**config.mk**
```make
export PLATFORM = sky130hd
export DESIGN_NAME = vga_timing_param_flat
export DESIGN_NICKNAME = d
export VERILOG_FILES = /design/src/rtl/vga_pkg.sv /design/src/rtl/vga_if.sv /design/src/rtl/vga_timing_axis.sv /design/src/rtl/vga_timing_param.sv /design/src/flat_wrapper.sv
export SDC_FILE = /design/constraint.sdc
export NUM_CORES = 1
export LEC_CHECK = 0
export ABC_AREA = 0
export CORE_MARGIN = 4
export CORE_UTILIZATION = 53
export DETAILED_ROUTE_END_ITERATION = 8
export PLACE_DENSITY = 0.85
export SETUP_SLACK_MARGIN = 0.3
export SLEW_MARGIN = 0
export SYNTH_ARGS = -nofsm -noshare
export SYNTH_HDL_FRONTEND = slang
export SYNTH_SLANG_ARGS = --single-unit
```
**constraint.sdc**
```tcl
create_clock -name clk -period 3.24 [get_ports clk]
set_clock_uncertainty 0.1 [all_clocks]
set_input_delay 0.81 -clock clk [delete_from_list [all_inputs] [get_ports clk]]
set_output_delay 0.81 -clock clk [all_outputs]
set_load 0.01 [all_outputs]
```
**src/rtl/vga_pkg.sv**
```systemverilog
// rtl/vga_pkg.sv - shared VGA timing types, mode constants and counter width.
package vga_pkg;

   localparam int VGA_CNT_W   = 11;
   localparam int VGA_CNT_MAX = 2 ** VGA_CNT_W;
   localparam int VGA_RGB_W   = 12;

   typedef struct packed {
      logic [VGA_CNT_W-1:0] active;
      logic [VGA_CNT_W-1:0] fp;
      logic [VGA_CNT_W-1:0] sync;
      logic [VGA_CNT_W-1:0] bp;
   } timing_t;

   localparam timing_t H_1024X768_60 = '{active: 11'd1024, fp: 11'd24, sync: 11'd136, bp: 11'd160};
   localparam timing_t V_1024X768_60 = '{active: 11'd768,  fp: 11'd3,  sync: 11'd6,   bp: 11'd29};
   localparam timing_t H_800X600_60  = '{active: 11'd800,  fp: 11'd40, sync: 11'd128, bp: 11'd88};
   localparam timing_t V_800X600_60  = '{active: 11'd600,  fp: 11'd1,  sync: 11'd4,   bp: 11'd23};

   function automatic int timing_total(timing_t t);
      return int'(t.active) + int'(t.fp) + int'(t.sync) + int'(t.bp);
   endfunction

endpackage

```
**src/rtl/vga_if.sv**
```systemverilog
// rtl/vga_if.sv - pixel pipeline bundle between timing generator and drawing stages.
interface vga_if;
   import vga_pkg::*;

   logic [VGA_CNT_W-1:0] hcount;
   logic [VGA_CNT_W-1:0] vcount;
   logic                 hsync;
   logic                 vsync;
   logic                 hblnk;
   logic                 vblnk;
   logic [VGA_RGB_W-1:0] rgb;

   modport out (output hcount, vcount, hsync, vsync, hblnk, vblnk, rgb);
   modport in  (input  hcount, vcount, hsync, vsync, hblnk, vblnk, rgb);

endinterface

```
**src/rtl/vga_timing_axis.sv**
```systemverilog
// rtl/vga_timing_axis.sv - one timing axis: counter with sync/blank decode.
// Sync and blank are decoded from the next count so they always match the count shown.
module vga_timing_axis
   import vga_pkg::*;
#(
   parameter int ACTIVE = 1024,
   parameter int FP     = 24,
   parameter int SYNC   = 136,
   parameter int BP     = 160,
   parameter bit POL    = 1'b1
) (
   input  logic                 clk,
   input  logic                 rst,
   input  logic                 step,
   output logic [VGA_CNT_W-1:0] count,
   output logic                 wrap_next,
   output logic                 sync,
   output logic                 blnk,
   output logic                 blnk_next
);

   localparam int TOTAL = ACTIVE + FP + SYNC + BP;
   localparam int EW    = VGA_CNT_W + 1;

   localparam logic [VGA_CNT_W-1:0] LAST      = VGA_CNT_W'(TOTAL - 1);
   localparam logic [EW-1:0]        ACTIVE_E  = EW'(ACTIVE);
   localparam logic [EW-1:0]        SYNC_LO_E = EW'(ACTIVE + FP);
   localparam logic [EW-1:0]        SYNC_HI_E = EW'(ACTIVE + FP + SYNC);

   generate
      if (TOTAL > VGA_CNT_MAX || ACTIVE == 0 || SYNC == 0) begin : g_bad_timing
         $error("vga_timing_axis: total %0d exceeds %0d or zero active/sync width", TOTAL, VGA_CNT_MAX);
      end
   endgenerate

   logic [VGA_CNT_W-1:0] count_q;
   logic [VGA_CNT_W-1:0] count_d;
   logic                 sync_q;
   logic                 sync_d;
   logic                 blnk_q;
   logic                 blnk_d;
   logic [EW-1:0]        count_e;

   always_comb begin
      count_d = count_q;
      if (step) begin
         count_d = (count_q == LAST) ? '0 : count_q + VGA_CNT_W'(1);
      end
      count_e = {1'b0, count_d};
      blnk_d  = (count_e >= ACTIVE_E);
      sync_d  = ((count_e >= SYNC_LO_E) && (count_e < SYNC_HI_E)) ? POL : !POL;
   end

   always_ff @(posedge clk) begin
      if (rst) begin
         count_q <= '0;
         sync_q  <= !POL;
         blnk_q  <= 1'b0;
      end else begin
         count_q <= count_d;
         sync_q  <= sync_d;
         blnk_q  <= blnk_d;
      end
   end

   assign count     = count_q;
   assign wrap_next = (count_q == LAST);
   assign sync      = sync_q;
   assign blnk      = blnk_q;
   assign blnk_next = blnk_d;

endmodule

```
**src/rtl/vga_timing_param.sv**
```systemverilog
// rtl/vga_timing_param.sv - parametrised VGA timing generator with ce, de, strobes, frame counter.
module vga_timing_param
   import vga_pkg::*;
#(
   parameter int H_ACTIVE    = int'(H_1024X768_60.active),
   parameter int H_FP        = int'(H_1024X768_60.fp),
   parameter int H_SYNC      = int'(H_1024X768_60.sync),
   parameter int H_BP        = int'(H_1024X768_60.bp),
   parameter int V_ACTIVE    = int'(V_1024X768_60.active),
   parameter int V_FP        = int'(V_1024X768_60.fp),
   parameter int V_SYNC      = int'(V_1024X768_60.sync),
   parameter int V_BP        = int'(V_1024X768_60.bp),
   parameter bit HSYNC_POL   = 1'b1,
   parameter bit VSYNC_POL   = 1'b1,
   parameter int FRAME_CNT_W = 16
) (
   input  logic                   clk,
   input  logic                   rst,
   input  logic                   ce,
   vga_if.out                     out,
   output logic                   de,
   output logic                   line_start,
   output logic                   frame_start,
   output logic [FRAME_CNT_W-1:0] frame_cnt
);

   generate
      if (FRAME_CNT_W < 1) begin : g_bad_frame_cnt_w
         $error("vga_timing_param: FRAME_CNT_W must be at least 1");
      end
   endgenerate

   logic [VGA_CNT_W-1:0] h_count;
   logic [VGA_CNT_W-1:0] v_count;
   logic                 h_wrap;
   logic                 v_wrap;
   logic                 h_sync;
   logic                 v_sync;
   logic                 h_blnk;
   logic                 v_blnk;
   logic                 h_blnk_next;
   logic                 v_blnk_next;
   logic                 v_step;

   // Lines advance only on the pixel step that wraps the horizontal counter.
   assign v_step = ce && h_wrap;

   vga_timing_axis #(
      .ACTIVE (H_ACTIVE),
      .FP     (H_FP),
      .SYNC   (H_SYNC),
      .BP     (H_BP),
      .POL    (HSYNC_POL)
   ) u_h_axis (
      .clk       (clk),
      .rst       (rst),
      .step      (ce),
      .count     (h_count),
      .wrap_next (h_wrap),
      .sync      (h_sync),
      .blnk      (h_blnk),
      .blnk_next (h_blnk_next)
   );

   vga_timing_axis #(
      .ACTIVE (V_ACTIVE),
      .FP     (V_FP),
      .SYNC   (V_SYNC),
      .BP     (V_BP),
      .POL    (VSYNC_POL)
   ) u_v_axis (
      .clk       (clk),
      .rst       (rst),
      .step      (v_step),
      .count     (v_count),
      .wrap_next (v_wrap),
      .sync      (v_sync),
      .blnk      (v_blnk),
      .blnk_next (v_blnk_next)
   );

   logic                   de_q;
   logic                   de_d;
   logic                   line_start_q;
   logic                   line_start_d;
   logic                   frame_start_q;
   logic                   frame_start_d;
   logic [FRAME_CNT_W-1:0] frame_cnt_q;
   logic [FRAME_CNT_W-1:0] frame_cnt_d;

   // Strobes are derived from this cycle's ce, so a held ce can never stretch them.
   always_comb begin
      de_d          = !(h_blnk_next || v_blnk_next);
      line_start_d  = ce && h_wrap;
      frame_start_d = ce && h_wrap && v_wrap;
      frame_cnt_d   = frame_cnt_q;
      if (frame_start_d) begin
         frame_cnt_d = frame_cnt_q + FRAME_CNT_W'(1);
      end
   end

   always_ff @(posedge clk) begin
      if (rst) begin
         de_q          <= 1'b1;
         line_start_q  <= 1'b0;
         frame_start_q <= 1'b0;
         frame_cnt_q   <= '0;
      end else begin
         de_q          <= de_d;
         line_start_q  <= line_start_d;
         frame_start_q <= frame_start_d;
         frame_cnt_q   <= frame_cnt_d;
      end
   end

   assign out.hcount  = h_count;
   assign out.vcount  = v_count;
   assign out.hsync   = h_sync;
   assign out.vsync   = v_sync;
   assign out.hblnk   = h_blnk;
   assign out.vblnk   = v_blnk;
   assign out.rgb     = '0;
   assign de          = de_q;
   assign line_start  = line_start_q;
   assign frame_start = frame_start_q;
   assign frame_cnt   = frame_cnt_q;

endmodule

```
**src/flat_wrapper.sv**
```systemverilog
// flat-port wrapper written by rule: the top's interface ports become plain ports
module vga_timing_param_flat import vga_pkg::*;
#(
   parameter int H_ACTIVE    = int'(H_1024X768_60.active),
   parameter int H_FP        = int'(H_1024X768_60.fp),
   parameter int H_SYNC      = int'(H_1024X768_60.sync),
   parameter int H_BP        = int'(H_1024X768_60.bp),
   parameter int V_ACTIVE    = int'(V_1024X768_60.active),
   parameter int V_FP        = int'(V_1024X768_60.fp),
   parameter int V_SYNC      = int'(V_1024X768_60.sync),
   parameter int V_BP        = int'(V_1024X768_60.bp),
   parameter bit HSYNC_POL   = 1'b1,
   parameter bit VSYNC_POL   = 1'b1,
   parameter int FRAME_CNT_W = 16
)
  (clk, rst, ce, de, line_start, frame_start, frame_cnt, out_hcount, out_vcount, out_hsync, out_vsync, out_hblnk, out_vblnk, out_rgb);
  vga_if out_i ();
  input  logic clk;
  input  logic rst;
  input  logic ce;
  output logic de;
  output logic line_start;
  output logic frame_start;
  output logic [FRAME_CNT_W-1:0] frame_cnt;
  output wire logic [$bits(out_i.hcount)-1:0] out_hcount;
  output wire logic [$bits(out_i.vcount)-1:0] out_vcount;
  output wire logic [$bits(out_i.hsync)-1:0] out_hsync;
  output wire logic [$bits(out_i.vsync)-1:0] out_vsync;
  output wire logic [$bits(out_i.hblnk)-1:0] out_hblnk;
  output wire logic [$bits(out_i.vblnk)-1:0] out_vblnk;
  output wire logic [$bits(out_i.rgb)-1:0] out_rgb;
  assign out_hcount = out_i.hcount;
  assign out_vcount = out_i.vcount;
  assign out_hsync = out_i.hsync;
  assign out_vsync = out_i.vsync;
  assign out_hblnk = out_i.hblnk;
  assign out_vblnk = out_i.vblnk;
  assign out_rgb = out_i.rgb;
  vga_timing_param #(.H_ACTIVE(H_ACTIVE), .H_FP(H_FP), .H_SYNC(H_SYNC), .H_BP(H_BP), .V_ACTIVE(V_ACTIVE), .V_FP(V_FP), .V_SYNC(V_SYNC), .V_BP(V_BP), .HSYNC_POL(HSYNC_POL), .VSYNC_POL(VSYNC_POL), .FRAME_CNT_W(FRAME_CNT_W)) u_core (.clk(clk), .rst(rst), .ce(ce), .out(out_i), .de(de), .line_start(line_start), .frame_start(frame_start), .frame_cnt(frame_cnt));
endmodule
```
==> key figures, run 1 <==
Synthesis
  • Area leader, netlist: dfxtp_1
  • Largest family of logic cells by synthesized area: simple AND/OR/NAND/NOR gates
  • Top area cells in the synthesized netlist: dfxtp_1 38%, xor2_1 6.3%, nor2_1 5.6%
  • Most used DFF post-synth: dfxtp_1
  • Multiplexer share of the synthesized area: ~2.2%
  • Synthesized flop and latch total: 45
  • Synth top area share: 38.1%
  • Synth Area in XOR/XNOR: around a tenth
  • Yosys warnings: 0
  • Cells after Synth: 275
  • Synth cell count leaders: 45 x dfxtp_1, 35 x nor2_1, 17 x nand2_1, 17 x xor2_1, 13 x nand4_1
  • Netlist cell types: 50
  • Post-Synth Adder-Cell Area: approximately 2.1%
  • Compound-Gate Fraction of Synth Area: 8.67%
  • Cell with the most instances after synthesis: dfxtp_1
  • Synth Area per Inst: roughly 8.6 um^2
  • Mapped Area: roughly 2400 um^2
  • Seq/Total Area, Yosys: a little under two fifths
  • Post-synthesis simple-gate area fraction: 31.4%
  • FFs w/ async S/R, synth: 0%
  • Number of enable flip-flop cells after synthesis: 0

Route
  • WL/cell: 14.2 um
  • Vias/cell: 5.64
  • Top Layer Used: met4
  • Antenna Nets Post-Route: 0
  • Met2 wire len: 2.61 mm
  • DRT Pass-1 Iters: 4
  • DRT iter0 DRCs: 115
  • Met3 wire len: ~260 um
  • Via count: 2085
  • DRC: 0
  • M1 WL: 2.36 mm
  • Final WL: 5.26 mm

Timing
  • Min Tclk post-route: approximately 2.8 ns
  • Hold_ws: 0.402 ns
  • RSZ-0062 raised after global routing: no
  • Fmax: 361 MHz
  • Slew Limit Fails: 0
  • Final setup fails: 0
  • Final Worst Setup Slack: 0.473 ns
  • Final Cycle Share: between 80 and 90%
  • Fin. Hold Viols: 0
  • Slew @ Worst Pin: 0.834 ns
  • Setup TNS: 0 ns
  • Worst relative slew slack: a little over two fifths

Setup path
  • Sequence of cells on the critical path: clkdlybuf4s50_1, and3_1, and4_2, nand2_1, o31ai_1, a211oi_1, nor4_2
  • CP startpoint kind: input pin
  • Worst Path Max Fanout: 11
  • WP data arrival: 2.88 ns
  • Worst endpoint required time: 3.35 ns
  • CP Buf/Inv Count: 1
  • CP endpoint kind: flop
  • Setup CP Type: input pin to flop
  • CP max stage delay: 0.47 ns
  • Top Family by Delay on Critical Path: simple AND/OR/NAND/NOR gates
  • Slowest CP cell: clkdlybuf4s50_1

Hold path
  • Hold WC Path Type: flop to flop

CTS
  • Post-CTS Hold Fix Bufs: 0
  • CTS clk-pin slew, worst paths: 0.08 ns
  • Post-CTS resize count: 0
  • CTS Buf Count: 5
  • Setup bufs post-CTS: 0
  • Worst-skew pair later-pin latency: 0.29 ns
  • CTS Root Cell: clkbuf_8
  • Clock sink count: between 40 and 50
  • Htree depth: 2
  • TritonCTS clock tree: yes
  • Clock Tree Buf Depth: 2

Pwr
  • P_leak: between 0.001 and 0.0015 uW
  • Peak supply drop: around 220 uV
  • PwrDens: 324 nW/um^2

Cells and area
  • # diodes: 0
  • Nets: 325
  • Fillers: about 360
  • Area delta synth->final: 22.6%
  • Layout cells sized above 1: about 8.5%

Floorplan
  • Initial Utilization: 54.7%
  • Die footprint: about 5600 um^2
  • DIE HEIGHT: between 70 and 80 um
  • Core area: roughly 4300 um^2
  • I/O pin cnt: 60
  • FP Rows: 24
  • Chip width: 74.8 um

Global routing
  • Largest net degree at the start of global routing: 16
  • GR Overflow Total: 0
  • Total GRT Usage: 19.7%
  • Number of global-route vias before repair: 1998
  • Initial antenna violation count: 0
  • Global-route wire length before repair: 8.74 mm

Run status
  • Status: finished clean

Flow run
  • Max_cap viols: 0

Placement
  • Pre-CTS setup slack: 0.0834 ns
  • I/O Buffers: between 40 and 50
  • HPWL Detailed: 3.78 mm
  • GPL Wtd Cong: 0.809
## registers in the layout, summed over array words and instances (netlist names)
register               flops
u_core.u_v_axis.count     11
u_core.line_start          1
u_core.u_h_axis.count     11
u_core.frame_start         1
u_core.frame_cnt          16
u_core.u_h_axis.blnk       1
u_core.u_v_axis.sync       1
u_core.de                  1
u_core.u_h_axis.sync       1
u_core.u_v_axis.blnk       1
## power by group
group | internal, uW | switching, uW
logic | 13.0 | 21.4
registers | 555 | 3.01
clock network | 169 | 177
total | 737 | 201
## cell usage in the layout, fill, tap and decap left out, types with 7 or more instances in the layout
| master | n |
|---|---|
| clkdlybuf4s50_1 | 47 |
| dfxtp_1 | 45 |
| nor2_1 | 35 |
| nand2_1 | 17 |
| xor2_1 | 17 |
| nand4_1 | 13 |
| conb_1 | 12 |
| and3_1 | 11 |
| nor3_1 | 11 |
| xnor2_1 | 10 |
| nand3_1 | 9 |
| a21oi_1 | 7 |
## worst reg2reg max path: stages (launching register included)
cell	delay, ns
dfxtp_1	0.48
nand2_1	0.14
nor4_2	0.64
nand2_1	0.21
o31ai_1	0.45
a211oi_1	0.16
nor4_2	0.21
## metal layers
metal	up-vias	GRT usage [%]
met4	0	6.13
met5	-	0
li1	1025	-
met1	999	25.7
met2	57	32.3
met3	4	4.81
## cell families (layout without fill, tap and decap cells)
group,count (synthesis),in the layout
simple gates,133,133
flops,45,45
compound gates,31,31
buf+inv,29,61
xor+xnor,27,27
mux,5,5
fa+ha+maj,4,4
other cells,1,12
## final cells by class
type | count | area, um^2 | area share [%]
multi-input cells | 212 | 1330 | 45.9
flip-flops and latches | 45 | 901 | 31.1
repair buffers | 52 | 508 | 17.5
clock buffers | 7 | 86.3 | 2.98
well taps | 52 | 65.1 | 2.24
inverters | 2 | 7.51 | 0.259
## final timing paths
check | start | end | slack, ns | cells after the start
max reg2reg | u_core.u_h_axis.count[8]$_SDFF_PP0_ | u_core.u_v_axis.sync$_SDFF_PP0_ | 0.77 | 6
min reg2reg | u_core.frame_cnt[5]$_SDFFE_PP0P_ | u_core.frame_cnt[5]$_SDFFE_PP0P_ | 0.40 | 2
max | ce | u_core.u_v_axis.sync$_SDFF_PP0_ | 0.47 | 7
min | u_core.frame_cnt[5]$_SDFFE_PP0P_ | u_core.frame_cnt[5]$_SDFFE_PP0P_ | 0.40 | 2
## through the flow
step / cells / instance area, um^2 / util (%) / total power [uW]
final: 370 / 2900 / 67.1 / 938
after global routing: 370 / 2900 / 67.1 / 972
after CTS: 370 / 2900 / 67.0 / 945
after detailed placement: 363 / 2810 / 65.0 / 605
after global placement: 363 / 2810 / 65.0 / 605
after floorplan: 286 / 2410 / - / 602
Note: power is estimated with default switching activity, not from simulation.
==> run 2: changes to the inputs <==
--- a/constraint.sdc
+++ b/constraint.sdc
@@ -4,2 +4,2 @@
 set_output_delay 0.81 -clock clk [all_outputs]
-set_load 0.01 [all_outputs]
+set_load 0.005 [all_outputs]
==> results of run 2 <==
The final DEF is identical to that of run 1. Status: finished clean.
Main changes from that run: total power 938 uW -> 934 uW
